==> src/rtl/fetch_stage_if.sv <==
// Fetch-stage bus bundle: EX redirect, instruction-memory request/response and
// the valid/ready handshake toward decode. "master" is the fetch stage side.
`ifndef ADDR_SIZE
`define ADDR_SIZE 32
`endif

interface fetch_stage_if #(
    parameter int AddrSize = `ADDR_SIZE,
    parameter int DataSize = 32
);
    logic                redirect_i;
    logic [AddrSize-1:0] redirect_pc_i;
    logic                imem_req_o;
    logic [AddrSize-1:0] imem_addr_o;
    logic                imem_gnt_i;
    logic                imem_rvalid_i;
    logic [DataSize-1:0] imem_rdata_i;
    logic                id_valid_o;
    logic                id_ready_i;
    logic [DataSize-1:0] id_instr_o;
    logic [AddrSize-1:0] id_pc_o;

    modport master (
        input  redirect_i, redirect_pc_i, imem_gnt_i, imem_rvalid_i, imem_rdata_i, id_ready_i,
        output imem_req_o, imem_addr_o, id_valid_o, id_instr_o, id_pc_o
    );

    modport slave (
        output redirect_i, redirect_pc_i, imem_gnt_i, imem_rvalid_i, imem_rdata_i, id_ready_i,
        input  imem_req_o, imem_addr_o, id_valid_o, id_instr_o, id_pc_o
    );
endinterface

==> src/rtl/fetch_stage.sv <==
// Instruction-fetch front end: owns the PC, issues sequential fetches, buffers
// returned words in a small circular FIFO and hands them to decode.
`ifndef ADDR_SIZE
`define ADDR_SIZE 32
`endif

module fetch_stage #(
    parameter int                  AddrSize = `ADDR_SIZE,
    parameter int                  DataSize = 32,
    parameter logic [AddrSize-1:0] ResetPc  = '0,
    parameter int                  Depth    = 2
) (
    input  logic          clk_i,
    input  logic          rst_i,
    fetch_stage_if.master bus
);
    localparam int PtrW = (Depth > 1) ? $clog2(Depth) : 1;
    localparam int CntW = $clog2(Depth) + 1;
    localparam int OccW = CntW + 1;

    logic [AddrSize-1:0] pc_q, pc_d;
    logic [AddrSize-1:0] pend_pc_q, pend_pc_d;
    logic                pending_q, pending_d;
    logic [PtrW-1:0]     wr_ptr_q, wr_ptr_d;
    logic [PtrW-1:0]     rd_ptr_q, rd_ptr_d;
    logic [CntW-1:0]     count_q, count_d;
    logic [DataSize-1:0] instr_mem_q [Depth];
    logic [DataSize-1:0] instr_mem_d [Depth];
    logic [AddrSize-1:0] pc_mem_q [Depth];
    logic [AddrSize-1:0] pc_mem_d [Depth];

    logic                pop, push, req, grant;
    logic [OccW-1:0]     credit_used;

    // A word popped this cycle frees its slot in time for a new request.
    always_comb begin
        pop         = (count_q != '0) && bus.id_ready_i && !rst_i;
        credit_used = OccW'(count_q) + OccW'(pending_q) - OccW'(pop);
        req         = !rst_i && !bus.redirect_i && (credit_used < OccW'(Depth));
        grant       = req && bus.imem_gnt_i;
        push        = bus.imem_rvalid_i && pending_q && !bus.redirect_i;
    end

    assign bus.imem_req_o  = req;
    assign bus.imem_addr_o = pc_q;
    assign bus.id_valid_o  = !rst_i && (count_q != '0);
    assign bus.id_instr_o  = rst_i ? '0 : instr_mem_q[rd_ptr_q];
    assign bus.id_pc_o     = rst_i ? '0 : pc_mem_q[rd_ptr_q];

    always_comb begin
        pc_d      = pc_q;
        pend_pc_d = pend_pc_q;
        pending_d = grant;
        wr_ptr_d  = wr_ptr_q;
        rd_ptr_d  = rd_ptr_q;
        count_d   = count_q;
        instr_mem_d = instr_mem_q;
        pc_mem_d    = pc_mem_q;

        if (bus.redirect_i) begin
            // Redirect flushes the FIFO and drops the in-flight response.
            pc_d      = {bus.redirect_pc_i[AddrSize-1:2], 2'b00};
            pending_d = 1'b0;
            wr_ptr_d  = '0;
            rd_ptr_d  = '0;
            count_d   = '0;
        end else begin
            if (grant) begin
                pc_d      = pc_q + AddrSize'(4);
                pend_pc_d = pc_q;
            end
            if (push) begin
                instr_mem_d[wr_ptr_q] = bus.imem_rdata_i;
                pc_mem_d[wr_ptr_q]    = pend_pc_q;
                wr_ptr_d              = wr_ptr_q + PtrW'(1);
            end
            if (pop) begin
                rd_ptr_d = rd_ptr_q + PtrW'(1);
            end
            count_d = count_q + CntW'(push) - CntW'(pop);
        end
    end

    always_ff @(posedge clk_i) begin
        if (rst_i) begin
            pc_q      <= ResetPc;
            pend_pc_q <= '0;
            pending_q <= 1'b0;
            wr_ptr_q  <= '0;
            rd_ptr_q  <= '0;
            count_q   <= '0;
            for (int i = 0; i < Depth; i++) begin
                instr_mem_q[i] <= '0;
                pc_mem_q[i]    <= '0;
            end
        end else begin
            pc_q        <= pc_d;
            pend_pc_q   <= pend_pc_d;
            pending_q   <= pending_d;
            wr_ptr_q    <= wr_ptr_d;
            rd_ptr_q    <= rd_ptr_d;
            count_q     <= count_d;
            instr_mem_q <= instr_mem_d;
            pc_mem_q    <= pc_mem_d;
        end
    end
endmodule

==> src/flat_wrapper.sv <==
// flat-port wrapper written by rule: the top's interface ports become plain ports
module fetch_stage_flat 
#(
    parameter int                  AddrSize = `ADDR_SIZE,
    parameter int                  DataSize = 32,
    parameter logic [AddrSize-1:0] ResetPc  = '0,
    parameter int                  Depth    = 2
)
  (clk_i, rst_i, bus_redirect_i, bus_redirect_pc_i, bus_imem_gnt_i, bus_imem_rvalid_i, bus_imem_rdata_i, bus_id_ready_i, bus_imem_req_o, bus_imem_addr_o, bus_id_valid_o, bus_id_instr_o, bus_id_pc_o);
  fetch_stage_if #(.AddrSize(AddrSize), .DataSize(DataSize)) bus_i ();
  input  logic clk_i;
  input  logic rst_i;
  input wire logic [$bits(bus_i.redirect_i)-1:0] bus_redirect_i;
  input wire logic [$bits(bus_i.redirect_pc_i)-1:0] bus_redirect_pc_i;
  input wire logic [$bits(bus_i.imem_gnt_i)-1:0] bus_imem_gnt_i;
  input wire logic [$bits(bus_i.imem_rvalid_i)-1:0] bus_imem_rvalid_i;
  input wire logic [$bits(bus_i.imem_rdata_i)-1:0] bus_imem_rdata_i;
  input wire logic [$bits(bus_i.id_ready_i)-1:0] bus_id_ready_i;
  output wire logic [$bits(bus_i.imem_req_o)-1:0] bus_imem_req_o;
  output wire logic [$bits(bus_i.imem_addr_o)-1:0] bus_imem_addr_o;
  output wire logic [$bits(bus_i.id_valid_o)-1:0] bus_id_valid_o;
  output wire logic [$bits(bus_i.id_instr_o)-1:0] bus_id_instr_o;
  output wire logic [$bits(bus_i.id_pc_o)-1:0] bus_id_pc_o;
  assign bus_i.redirect_i = bus_redirect_i;
  assign bus_i.redirect_pc_i = bus_redirect_pc_i;
  assign bus_i.imem_gnt_i = bus_imem_gnt_i;
  assign bus_i.imem_rvalid_i = bus_imem_rvalid_i;
  assign bus_i.imem_rdata_i = bus_imem_rdata_i;
  assign bus_i.id_ready_i = bus_id_ready_i;
  assign bus_imem_req_o = bus_i.imem_req_o;
  assign bus_imem_addr_o = bus_i.imem_addr_o;
  assign bus_id_valid_o = bus_i.id_valid_o;
  assign bus_id_instr_o = bus_i.id_instr_o;
  assign bus_id_pc_o = bus_i.id_pc_o;
  fetch_stage #(.AddrSize(AddrSize), .DataSize(DataSize), .ResetPc(ResetPc), .Depth(Depth)) u_core (.clk_i(clk_i), .rst_i(rst_i), .bus(bus_i));
endmodule
==> config.mk <==
export PLATFORM = sky130hd
export DESIGN_NAME = fetch_stage_flat
export DESIGN_NICKNAME = d
export VERILOG_FILES = /design/src/rtl/fetch_stage_if.sv /design/src/rtl/fetch_stage.sv /design/src/flat_wrapper.sv
export SDC_FILE = /design/constraint.sdc
export NUM_CORES = 1
export LEC_CHECK = 0
export CAP_MARGIN = 0
export CORE_MARGIN = 4
export CORE_UTILIZATION = 50
export CTS_CLUSTER_DIAMETER = 150
export DETAILED_ROUTE_END_ITERATION = 10
export PLACE_DENSITY = 0.87
export SLEW_MARGIN = 0
export SYNTH_ARGS = -nofsm -noshare
export SYNTH_HDL_FRONTEND = slang
export SYNTH_SLANG_ARGS = --single-unit
export TNS_END_PERCENT = 10
==> constraint.sdc <==
create_clock -name clk_i -period 4.4 [get_ports clk_i]
set_input_delay 0.44 -clock clk_i [delete_from_list [all_inputs] [get_ports clk_i]]
set_output_delay 0.44 -clock clk_i [all_outputs]
set_load 0.01 [all_outputs]
==> key figures <==
Run status
  – Status: completed

Worst setup path
  – CP max FO: 8
  – Crit path DAT: 2.64 ns
  – Crit Path Category: input port to output port
  – FF-to-FF setup slack: 1.59 ns
  – CP Launch Type: input port
  – Cell family with most CP delay: buffers and inverters
  – Reg2reg path depth: 10
  – Slowest CP cell: clkdlybuf4s50_1
  – Buf+Inv Stages, Crit Path: 2
  – CP peak stage delay: 0.50 ns
  – Critical Path RT: 3.96 ns
  – CP dominant cell by count: clkdlybuf4s50_1
  – Worst reg2reg path endpoint: u_core.bus.imem_addr_o[19]$_SDFFE_PP0P_
  – CP Cell Sequence: clkdlybuf4s50_1 -> nand2b_1 -> xnor2_1 -> nand2_1 -> fa_1 -> xor2_2 -> nor2_1 -> clkdlybuf4s50_1
  – Reg2reg start: u_core.count_q[1]$_SDFF_PP0_
  – Crit. End Element: output port

STA
  – Final Skew: 0.0102 ns
  – Minimum clock period: 3.08 ns
  – RSZ-0062 raised after global routing: false
  – Max Fclk: 324 MHz
  – Slew headroom: 0.250
  – Final setup vio count: 0
  – Least-Margin Pin Slew: 1.12 ns
  – Share of the clock period used by the worst path: 0.701
  – Final hold violation count: 0
  – Slew Limit Fails: 0
  – Setup TNS: 0 ns

Power and ir drop
  – Switch Pwr: 857 uW
  – Worst IR Drop VDD: 0.294 mV
  – Logic pwr share: 0.069
  – Pleak: 3.40 nW
  – P per Cell Area: 344 nW/um^2
  – Sequential share of power: 0.491
  – Internal Power: 2.77 mW
  – Part of the power in the clock network: 0.440
  – Switching part of the total: 0.236
  – Power Total: 3.62 mW

CTS
  – Setup Buffers After CTS: 0
  – Clk_lat worst skew: 0.43 ns
  – Max clock buf depth: 2
  – Post_cts resized: 0
  – Clock transition at path regs: 0.07 ns
  – CTS tree: yes
  – Sinks on Clock Net: 189
  – Clk root buf: clkbuf_16
  – Cts hold-fix bufs: 0
  – Num CTS Buffers: 17
  – H-tree depth: 4

Die
  – Rows: 46
  – Die Area: 18700 sq um
  – Io pins: 168
  – Area of the core: 16100 sq um
  – Die width: 137 um
  – Die Y: 137 um
  – Starting Density: 0.516

GRT
  – Largest net degree at the start of global routing: 117
  – Vias in the first global route: 7518
  – First-pass GRT wire length: 36200 um
  – Initial antenna violation count: 0
  – Total GRT Usage: 0.241
  – GRT overflow: 0

Placement
  – DP HPWL: 14700 um
  – Final GP Congestion: 0.919
  – IO buf count: 161
  – Area after DPL: 9930 sq um

Final layout
  – Number of nets in the layout: 1256
  – Share of cells above drive strength 1: 0.0585
  – # diodes: 0
  – Final instance area: 10500 sq um
  – Synth-to-layout area growth: 27.1%
  – Fillers: 1269

Synthesis
  – Synthesized area per cell: 7.77 sq um
  – Most frequent cell after synthesis: nand2_1
  – Mapped Cells: 1067
  – Ys flop type: dfxtp_1
  – EDFF count, synth: 0
  – Yosys top cell by area: dfxtp_1
  – Top cell type's share of synthesized area: 0.456
  – Yosys cell types: 56
  – Sequential area share after synthesis: 0.456
  – Synth async-reset ratio: 0
  – Ys Warns: 0
  – Commonest cells in the synthesized netlist: 344 x nand2_1, 189 x dfxtp_1, 166 x a21oi_1, 88 x nor2_1, 62 x mux2i_1
  – Top cells by area, synth: dfxtp_1 46%, nand2_1 16%, a21oi_1 10%, mux2i_1 7.5%, nor2_1 4.0%
  – Cell area after synthesis: 8290 sq um
  – Register bit count reported by yosys: 189

Route
  – Detailed Route WL: 22400 um
  – Routed len/inst: 15.9 um
  – Routed vias: 7814
  – Post-route ant nets: 0
  – Wire length on met3: 1950 um
  – First drt pass iteration count: 5
  – # DRC: 0
  – Drt via density: 5.53
  – Highest routed layer: met4
  – Detailed router's first-iteration violation count: 564
  – WL met1: 9170 um
  – Met2 WL: 10600 um

Min path
  – WHS Endpoint: u_core.pc_mem_q[62]$_SDFFE_PP0P_
  – Class of the worst hold path: input port to register
  – HP Start: rst_i
  – Hold Path Depth: 2

Run
  – MaxCap Viol Count: 0
[cells by family after synthesis]
family,after synthesis,synth area share
simple gates,498,0.255
xor+xnor,20,0.0220
compound gates,198,0.128
buf+inv,90,0.0498
mux,68,0.0830
flops,189,0.456
other cells,1,0.000452
fa+ha+maj,3,0.00543
[per-layer routing]
metal	up-vias	track usage
li1	3761	-
met3	58	0.0610
met4	0	0.0965
met1	3669	0.301
met2	326	0.400
met5	-	0
[cell type report]
type	count	area [sq um]	area share
inverters	9	33.8	0.00321
flip-flops and latches	189	3790	0.359
clock buffers	19	433	0.0411
well taps	216	270	0.0256
multi-input cells	791	4120	0.391
clock inverters	13	176	0.0167
repair buffers	175	1720	0.163
[flip-flops by register name, indices dropped and copies added, names as in the netlist]
signal                  count
u_core.bus.imem_addr_o     30
u_core.instr_mem_q         64
u_core.pc_mem_q            60
u_core.count_q              2
u_core.pending_q            1
u_core.rd_ptr_q             1
u_core.pend_pc_q           30
u_core.wr_ptr_q             1
[per-stage QoR]
step / utilization / hold slack [ns] / worst slack, ns / std cells
after CTS: 0.656 / 0.361 / 1.30 / 1412
after global routing: 0.656 / 0.367 / 1.16 / 1412
final: 0.656 / 0.388 / 1.32 / 1412
after floorplan: - / 0.436 / 1.70 / 1070
after global placement: 0.618 / 0.441 / 1.21 / 1380
after detailed placement: 0.618 / 0.446 / 1.18 / 1380
[power by group through the flow]
stage	clock, mW	combinational [mW]	sequential, mW
final	1.60	0.249	1.78
after detailed placement	0	0.245	1.82
after global routing	1.69	0.269	1.78
after CTS	1.61	0.247	1.78
after floorplan	0	0.115	1.81
after global placement	0	0.242	1.82
[worst max-delay path by stage]
stage	start	endpoint	slack [ns]	cells past startpoint
3_5_place_dp	bus_id_ready_i	u_core.bus.imem_addr_o[19]$_SDFFE_PP0P_	1.18	10
4_1_cts	u_core.count_q[1]$_SDFF_PP0_	bus_imem_req_o	1.30	8
3_3_place_gp	bus_id_ready_i	u_core.bus.imem_addr_o[19]$_SDFFE_PP0P_	1.21	10
2_1_floorplan	rst_i	u_core.bus.imem_addr_o[12]$_SDFFE_PP0P_	1.70	13
5_1_grt	u_core.count_q[1]$_SDFF_PP0_	bus_imem_req_o	1.16	8
6_report	bus_id_ready_i	bus_imem_req_o	1.32	8
[cell usage in the layout, fill, tap and decap left out, types with 2 or more instances in the layout]
cell type / n
a211oi_1: 7
a21oi_1: 166
a31oi_1: 7
and2_1: 6
and2_2: 2
and3_2: 2
and4_1: 4
and4_2: 2
buf_4: 14
bufinv_16: 3
clkbuf_1: 2
clkbuf_16: 17
clkdlybuf4s50_1: 160
clkinvlp_4: 2
conb_1: 4
dfxtp_1: 188
ha_1: 2
inv_1: 7
inv_6: 4
inv_8: 2
mux2_1: 2
mux2_2: 4
mux2i_1: 62
nand2_1: 343
nand3_1: 15
nand4_1: 11
nor2_1: 87
nor3_1: 6
nor4_1: 3
o211ai_1: 4
o21ai_0: 2
o22ai_1: 5
or3_1: 2
xnor2_1: 9
xor2_1: 10
Note: power is estimated with default switching activity, not from simulation.
